**config.mk**
```make
export PLATFORM = sky130hd
export DESIGN_NAME = router_wh_xbar
export DESIGN_NICKNAME = d
export VERILOG_FILES = /design/src/rtl/router_wh_xbar.sv
export SDC_FILE = /design/constraint.sdc
export NUM_CORES = 1
export LEC_CHECK = 0
export BUFFER_PORTS_ARGS = -buffer_cell sky130_fd_sc_hd__buf_4
export CORE_UTILIZATION = 50
export CTS_CLUSTER_DIAMETER = 100
export DETAILED_ROUTE_END_ITERATION = 8
export PLACE_DENSITY = 0.9
export REMOVE_ABC_BUFFERS = 1
export SLEW_MARGIN = 20
export SYNTH_ARGS = -nofsm -noshare
export SYNTH_HDL_FRONTEND = slang
export SYNTH_SLANG_ARGS = --single-unit
```
**constraint.sdc**
```tcl
create_clock -name clk -period 5.3 [get_ports clk]
set_clock_uncertainty 0.05 [all_clocks]
set_input_delay 1.06 -clock clk [delete_from_list [all_inputs] [get_ports clk]]
set_output_delay 1.06 -clock clk [all_outputs]
set_load 0.01 [all_outputs]
```
**src/rtl/router_wh_xbar.sv**
```systemverilog
// Wormhole crossbar: N_IN inputs to N_OUT outputs, per-output round-robin, head-to-tail packet lock.
// Latency: one cycle from input handshake to out_valid on a registered output stage.
// Backpressure: in_ready depends combinationally on out_ready. Optional macro ROUTER_LOCK_TIMEOUT_EN adds lock timeout.
module router_wh_xbar #(
   parameter int N_IN    = 4,
   parameter int N_OUT   = 3,
   parameter int W       = 32,
   parameter int DW      = 4,
   parameter int TIMEOUT = 64
) (
   input  logic                           clk,
   input  logic                           rst_n,
   input  logic [N_IN-1:0]                in_valid,
   output logic [N_IN-1:0]                in_ready,
   input  logic [N_IN*W-1:0]              in_data,
   input  logic [N_IN*DW-1:0]             in_dest,
   input  logic [N_IN-1:0]                in_last,
   output logic [N_OUT-1:0]               out_valid,
   input  logic [N_OUT-1:0]               out_ready,
   output logic [N_OUT*W-1:0]             out_data,
   output logic [N_OUT-1:0]               out_last,
   output logic [N_OUT*$clog2(N_IN)-1:0]  out_src,
   output logic                           drop_err
`ifdef ROUTER_LOCK_TIMEOUT_EN
   ,
   output logic [N_OUT-1:0]               timeout_err
`endif
);

   localparam int SW = $clog2(N_IN);

   // per-output arbitration / lock state
   logic [N_OUT-1:0]          locked_q;
   logic [N_OUT-1:0][SW-1:0]  owner_q;
   logic [N_OUT-1:0][SW-1:0]  ptr_q;
   // per-input packet state: mid_q = packet in flight to some output, drop_q = discarding a bad packet
   logic [N_IN-1:0]           mid_q;
   logic [N_IN-1:0]           drop_q;
   // registered output stage
   logic [N_OUT-1:0]          out_valid_q;
   logic [N_OUT-1:0][W-1:0]   out_data_q;
   logic [N_OUT-1:0]          out_last_q;
   logic [N_OUT-1:0][SW-1:0]  out_src_q;
   logic                      drop_err_q;
   logic                      drop_err_d;

   logic [N_OUT-1:0]          load;
   logic [N_OUT-1:0]          xfer;
   logic [N_OUT-1:0][SW-1:0]  sel;
   logic [N_IN-1:0]           drop_hd;

`ifdef ROUTER_LOCK_TIMEOUT_EN
   localparam int CW = $clog2(TIMEOUT + 1);
   logic [N_OUT-1:0][CW-1:0]  idle_cnt_q;
   logic [N_OUT-1:0]          tmo_q;
   assign timeout_err = tmo_q;
`endif

   assign out_valid = out_valid_q;
   assign out_data  = out_data_q;
   assign out_last  = out_last_q;
   assign out_src   = out_src_q;
   assign drop_err  = drop_err_q;

   // Grant selection per output and the resulting in_ready; nothing is granted while in reset
   always_comb begin
      logic found;
      int   idx;
      found      = 1'b0;
      idx        = 0;
      in_ready   = '0;
      xfer       = '0;
      sel        = '0;
      drop_hd    = '0;
      drop_err_d = 1'b0;
      for (int o = 0; o < N_OUT; o++) begin
         load[o] = !out_valid_q[o] | out_ready[o];
         if (locked_q[o]) begin
            // only the owner may move; its dest field is not looked at
            sel[o] = owner_q[o];
            if (rst_n) begin
               in_ready[owner_q[o]] = load[o];
               xfer[o]              = in_valid[owner_q[o]] & load[o];
            end
         end else begin
            // first eligible head scanning upward from ptr+1
            found = 1'b0;
            for (int k = 1; k <= N_IN; k++) begin
               idx = (int'(ptr_q[o]) + k) % N_IN;
               if (!found && in_valid[idx] && !mid_q[idx] && !drop_q[idx] &&
                   ({1'b0, in_dest[idx*DW +: DW]} == (DW+1)'(o))) begin
                  found  = 1'b1;
                  sel[o] = SW'(idx);
               end
            end
            if (found && rst_n) begin
               in_ready[sel[o]] = load[o];
               xfer[o]          = load[o];
            end
         end
      end
      // heads with an out-of-range destination and the rest of their packet are sunk
      for (int i = 0; i < N_IN; i++) begin
         if (rst_n) begin
            if (drop_q[i]) begin
               in_ready[i] = 1'b1;
            end else if (in_valid[i] && !mid_q[i] &&
                         ({1'b0, in_dest[i*DW +: DW]} >= (DW+1)'(N_OUT))) begin
               in_ready[i] = 1'b1;
               drop_hd[i]  = 1'b1;
               drop_err_d  = 1'b1;
            end
         end
      end
   end

   // Output registers, lock/pointer updates and per-input packet tracking
   always_ff @(posedge clk) begin
      if (!rst_n) begin
         locked_q    <= '0;
         owner_q     <= '0;
         mid_q       <= '0;
         drop_q      <= '0;
         out_valid_q <= '0;
         out_data_q  <= '0;
         out_last_q  <= '0;
         out_src_q   <= '0;
         drop_err_q  <= 1'b0;
         for (int o = 0; o < N_OUT; o++) ptr_q[o] <= SW'(N_IN - 1);
`ifdef ROUTER_LOCK_TIMEOUT_EN
         idle_cnt_q  <= '0;
         tmo_q       <= '0;
`endif
      end else begin
         drop_err_q <= drop_err_d;
         for (int i = 0; i < N_IN; i++) begin
            if (in_valid[i] && in_ready[i]) begin
               if (drop_q[i]) begin
                  if (in_last[i]) drop_q[i] <= 1'b0;
               end else if (drop_hd[i] && !in_last[i]) begin
                  drop_q[i] <= 1'b1;
               end
            end
         end
`ifdef ROUTER_LOCK_TIMEOUT_EN
         tmo_q <= '0;
`endif
         for (int o = 0; o < N_OUT; o++) begin
            if (load[o]) begin
               out_valid_q[o] <= xfer[o];
               if (xfer[o]) begin
                  out_data_q[o] <= in_data[sel[o]*W +: W];
                  out_last_q[o] <= in_last[sel[o]];
                  out_src_q[o]  <= sel[o];
               end
            end
            if (xfer[o]) begin
               if (locked_q[o]) begin
                  if (in_last[sel[o]]) begin
                     locked_q[o]   <= 1'b0;
                     ptr_q[o]      <= sel[o];
                     mid_q[sel[o]] <= 1'b0;
                  end
               end else if (in_last[sel[o]]) begin
                  ptr_q[o] <= sel[o];
               end else begin
                  locked_q[o]   <= 1'b1;
                  owner_q[o]    <= sel[o];
                  mid_q[sel[o]] <= 1'b1;
               end
`ifdef ROUTER_LOCK_TIMEOUT_EN
               idle_cnt_q[o] <= '0;
            end else if (locked_q[o]) begin
               // owner went quiet: release the output after TIMEOUT idle cycles
               if (idle_cnt_q[o] == CW'(TIMEOUT - 1)) begin
                  locked_q[o]     <= 1'b0;
                  mid_q[owner_q[o]] <= 1'b0;
                  ptr_q[o]        <= owner_q[o];
                  tmo_q[o]        <= 1'b1;
                  idle_cnt_q[o]   <= '0;
               end else begin
                  idle_cnt_q[o] <= idle_cnt_q[o] + 1'b1;
               end
            end else begin
               idle_cnt_q[o] <= '0;
`endif
            end
         end
      end
   end

endmodule
```
# Word-level counts from Yosys, hierarchy flattened
# Cells that the tools add are included.
[word_totals]
in_bits = 157
reg_bits = 132
output_inout_bits = 113
[classes]
eq_ne = 8
magnitude_cmp = 34
n_shift = 15
n_reduce_logical = 142
mux = 261
bitwise_logic = 35
addsub = 12
[op_table]
columns = ["op", "count"]
rows = [
  ["$shiftx A128 B8 Y32", 3],
  ["$shiftx A16 B5 Y4", 12],
  ["$mux W1", 165],
  ["$mux W4", 23],
  ["$bmux W1 S2", 42],
  ["$logic_and A1 B1 Y1", 73],
  ["$lt A3 B4 Y1 const B", 12],
  ["$logic_not A1 Y1", 44],
  ["$mux W2", 18],
  ["$lt A2 B3 Y1 const B", 9],
  ["$reduce_or A2 Y1", 12],
  ["$and A4 B4 Y4", 5],
  ["$demux W1 S2", 9],
  ["$ge A2 B1 Y1 const B", 9],
  ["$bwmux W4", 4],
  ["$eq A4 B1 Y1 const B", 4],
  ["$eq A4 B2 Y1 const B", 4],
  ["$ge A4 B2 Y1 const B", 4],
  ["$logic_not A4 Y1", 4],
  ["$add A2 B1 Y2 const B", 6],
  ["$add A2 B2 Y2 const B", 6],
  ["$and A1 B1 Y1 const A", 12],
  ["$not A4 Y4", 3],
  ["$or A4 B4 Y4", 3],
  ["other kinds (5)", 21],
]

# Longest topological paths before layout
[depth]
word_depth = 53
ltp_mapped = 12
ltp_nobuf = 7

# Worst setup path before layout
# Ideal clock, no wire load.
[synth_timing]
path_kind = "in2out"
from = "in in_dest[12]"
to = "out in_ready[2]"
path_buffers = 3
required_ns = 4.190
arrival_ns = 3.325
slack_ns = 0.865
stages = 10
cell_sequence = "or4_1 > buf_2 > o31ai_1 > o2111a_1 > buf_6 > clkbuf_1 > nand4_1 > a21oi_1 > a2111oi_0 > a311oi_1"
[synth_between]
elab_chain_len = 42
word_cells_on_any_way = 145
classes_between = "order compare: 6; eq/ne: 8; shift: 12; mux: 60; bitwise: 1; reduce/logical: 58"
[synth_rtl]
columns = ["element", "line_no", "text"]
rows = [
  ["start, declared", "16", "input logic [N_IN*DW-1:0] in_dest,"],
  ["$shiftx A16 B5 Y4", "91", "({1'b0, in_dest[idx*DW +: DW]} == (DW+1)'(o))) begin"],
  ["$logic_not A4 Y1", "91", ""],
  ["$logic_and A1 B1 Y1", "90", "if (!found && in_valid[idx] && !mid_q[idx] && !drop_q[idx] &&"],
  ["$mux W1", "90", ""],
  ["$mux W1", "78", "if (locked_q[o]) begin"],
  ["$logic_not A1 Y1", "90", ""],
  ["$logic_and A1 B1 Y1 (4 in a row)", "90", ""],
  ["$mux W1", "90", ""],
  ["[23 not listed]", "n/a", ""],
  ["$mux W4, on equally long branches", "96, 81", ""],
  ["$mux W4", "78", ""],
  ["$bwmux W4, on equally long branches", "97, 82", ""],
  ["$mux W4, on equally long branches", "96, 81", ""],
  ["$mux W4 *", "78", ""],
  ["$mux W1", "107", "end else if (in_valid[i] && !mid_q[i] &&"],
  ["$mux W1", "105", "if (drop_q[i]) begin"],
  ["$mux W1 *", "104", "if (rst_n) begin"],
  ["end, declared", "14", "output logic [N_IN-1:0] in_ready,"],
]
# Mark *: on every way between the ends. The rest lies on a longest branch, timed or not. The select of a mux whose other input is x is not followed.

# Final worst setup path
[layout_timing]
from = "in in_dest[4]"
to = "out in_ready[2]"
# The elaborated chain is that of the path after synthesis.

==> results by stage <==
Outcome:
- The run finished with clean final reports.

Final layout:
- From synthesis to final layout, the design area changed by 32.86%.
- The count of non-filler cells in the finished layout is 1516.
- Leaving out fill and tap cells, the most frequent cells in the layout are buf_4 (295), mux2i_1 (141), dfxtp_1 (132).
- The final design utilization is 67.83%.
- Leaving out fill and tap cells, the most frequent cell in the layout is buf_4.
- The repair_antennas step left the layout with diodes totalling 0.
- The finished cells cover 11730 µm².
- The filler cells instantiated in the layout total 1375.
- In the final layout, the share of cells above drive strength 1 is 29.67%.
- The net count of the finished layout is 1435.

Synth:
- The synthesized netlist devotes 0% of its cell area to adder and majority cells.
- Summing the areas of all compound-gate instances in the mapped netlist gives between 20 and 30% of the synthesized area.
- The combinational family with the most area after synthesis is compound AO/OA/AOI/OAI gates.
- Summing the sequential cell areas from Yosys gives between 20% and 30% of the chip area.
- The synthesized netlist devotes 17.65% of its cell area to simple gates.
- The netlist uses 70 different library cells.
- A synthesized cell averages 8.347 µm².
- The share of cell area taken by muxes after synthesis is 21.34%.
- Among all flip-flop cells after synthesis, the most frequent one is dfxtp_1.
- Synthesis inferred 132 register bits.
- Yosys mapped a number of flops with a built-in enable equal to 0.
- In the synthesized netlist, the number of instances is between 1000 and 1500.
- The mapped netlist covers about 9000 µm².
- The total of warnings raised by yosys is 0.
- After synthesis, the share of flip-flops with an asynchronous set or reset is 0%.
- The xor and xnor area share after synthesis is 0%.

CTS:
- The latest clock arrival within the worst-skew pair is 0.42 ns.
- The number of setup buffers added after CTS is 0.
- The number of gates given a new drive strength after cts is 0.
- The total of hold buffers inserted after clock tree synthesis is 0.
- The CTS H-tree depth is 4.
- In this run, CTS created clock tree buffers numbering 17.
- TritonCTS built the clock tree.
- The cell at the root of the clock tree is clkbuf_16.
- For this design, the sink count on the clock tree is approximately 130.
- The clock passes through at most 2 buffers.
- The clock-pin slew reported for the worst setup and hold paths after clock tree synthesis is ~0.06 ns.

Worst setup path:
- The most frequent cell on the critical path is buf_4.
- Counting both buffers and inverters, the worst setup path holds a total of 2.
- Walking the worst path, the cells encountered are buf_4 -> or4_1 -> nor3_1 -> o211a_1 -> nor2_1 -> o2bb2ai_1 -> a2111oi_0 -> a311oi_1 -> buf_4.
- The cell family with the largest share of critical-path delay is simple AND/OR/NAND/NOR gates.
- The category of the worst setup path capture point is a primary output.
- The largest fanout on the critical path is 9.
- Data on the critical path is required at its endpoint by about 4.2 ns.
- STA classifies the critical path startpoint as a primary input.
- The maximum single-stage delay on the critical path is around 0.7 ns.
- The critical path is of the primary input to primary output type.
- The library cell contributing the largest single delay on the critical path is or4_1.
- For the worst setup path, the data arrival time is 3.70 ns.

Routing:
- After detailed routing, the number of vias per cell comes to 6.623.
- The routed design has 32620 µm of wire.
- The routed wirelength normalized by instance count is 21.52 µm.
- The number of DRC violations after detailed-routing iteration 0 is a little under 900.
- The first-pass iteration count of the detailed router is 6.
- Once detail routing completed, the nets flagged for antenna violations numbered 0.
- The DRC violations left is 0.
- The total via count after detailed routing is 10040.

STA:
- Static timing analysis puts the maximum clock frequency at between 0.2 and 0.25 GHz.
- Headroom to the max-slew limit came out at between 30% and 40%.
- The worst-case setup margin in the final layout is between 0.4 and 0.5 ns.
- The shortest period the worst path allows is 4.814 ns.
- The total count of max-transition violations in the final report came to 0.
- The final hold violation count is 0.
- The minimum hold slack is 0.4027 ns.
- Of the available clock period, the critical path in the final layout requires 90.82%.
- The aggregate negative setup slack is 0 ns.
- Setup violations remaining at the end of the flow were counted as 0.
- Setup repair after global routing left no endpoint under its margin.
- At the pin with the least slew margin, the transition time is slightly below 1 ns.

Power:
- The fraction of power consumed by sequential logic is 33.5%.
- Dividing total power by cell area gives a power density of between 200 and 300 nW/µm².
- IR analysis of the VDD net gives a maximum drop of around 0.00023 V.
- The leakage dissipation is about 5.0 nW.
- The clock power share is 42.6%.
- The completed layout was analyzed and its total power is approximately 3.2 mW.
- Net switching is between 20% and 30% of the power.
- The switching power of the nets is 0.9230 mW.
- The cell internal power dissipation is 2.326 mW.
- Combinational logic is responsible for 23.9% of the overall power.

GRT:
- The via count of the first global-routing pass is 9671.
- The first global-routing pass estimated 50340 µm of wire.
- Summed over all layers, the global routing overflow is 0.
- The overall routing resource usage is 35.25%.
- The number of antenna violations at the first check in global routing is 0.
- The pin count of the biggest net entering global routing is a little under 50.

Flow run:
- The max-capacitance violation count is 0.

Die:
- The initialized floorplan defines 48 standard-cell rows.
- The die area is between 15000 and 20000 µm².
- The die extent in y is 134.9 µm.
- The placeable core region is 17300 µm².
- The initial core utilization is 51.06%.
- During I/O placement, the number of pins put on the boundary was 270.
- The width of the die is 134.9 µm.

Min path:
- The kind of path behind the tightest hold check is register to register.

Place:
- The congestion estimate from routability-driven global placement came to around 1.
- Detailed placement finished with a half-perimeter wire length of ~23000 µm.
- The post-placement cell count is roughly 1500.
- In this run the tool buffered the top-level ports with 269 buffer cells.
- At the placement stage, the worst setup path has a slack of around 0.57 ns.
- The standard cell area after detailed placement is between 10000 and 15000 µm².
[cells in the mapped netlist (22+ instances only)]
cell type / number / area (µm²)
a211oi_1: 43 / 322.8
nand3_1: 39 / 195.2
inv_1: 22 / 82.58
a21o_1: 33 / 247.7
nor2_1: 34 / 127.6
a21oi_1: 53 / 265.3
a311o_1: 33 / 330.3
nor3b_1: 40 / 300.3
mux2_2: 32 / 360.4
mux2i_1: 141 / 1411
o21ai_0: 45 / 225.2
dfxtp_1: 132 / 2643
clkbuf_1: 70 / 262.8
o22ai_1: 37 / 231.5
nand2_1: 127 / 476.7
[sequential cells by signal, indices dropped and copies added (netlist names)]
register	cells
out_last	3
drop_q	4
ptr_q	6
mid_q	4
out_data	96
out_src	6
locked_q	3
drop_err	1
owner_q	6
out_valid	3
[layer usage]
metal	up-vias	wire, µm	track usage (%)
met1	4808	12130	40.34
li1	4470	-	-
met4	0	1421	18.10
met3	116	3156	8.333
met5	-	0	0
met2	646	15910	61.03
[final timing paths]
kind,start,to,slack (ns),cells after the start
worst min-delay path,out_data[76],out_data[76],0.40,1
worst max register to register,drop_q[3],out_data[17],1.38,10
worst min register to register,out_data[76],out_data[76],0.40,1
worst max-delay path,in_dest[4],in_ready[2],0.49,9
[power groups by stage]
stage          Clock [mW]  Sequential, mW  Combinational (mW)
3_3_place_gp            0            1.11               0.740
4_1_cts              1.39            1.09               0.761
2_1_floorplan           0            1.13               0.398
5_1_grt              1.43            1.10               0.825
3_5_place_dp            0            1.11               0.756
6_report             1.38            1.09               0.776
[cells by family after synthesis]
logic type / count (synthesis)
and+or+nand+nor: 309
buffers and inverters: 118
AOI/OAI and AO/OA: 321
muxes: 178
DFF: 132
[area by class of cell]
class / instances / area, µm² / share of cell area [%]
Tap cell: 225 / 281.5 / 2.399
Clock inverter: 12 / 224.0 / 1.909
Inverter: 22 / 82.58 / 0.7038
Multi-Input combinational cell: 808 / 5783 / 49.29
Timing Repair Buffer: 297 / 2262 / 19.28
Clock buffer: 20 / 456.7 / 3.893
Sequential cell: 132 / 2643 / 22.52
(Power assumes the default switching activity.)
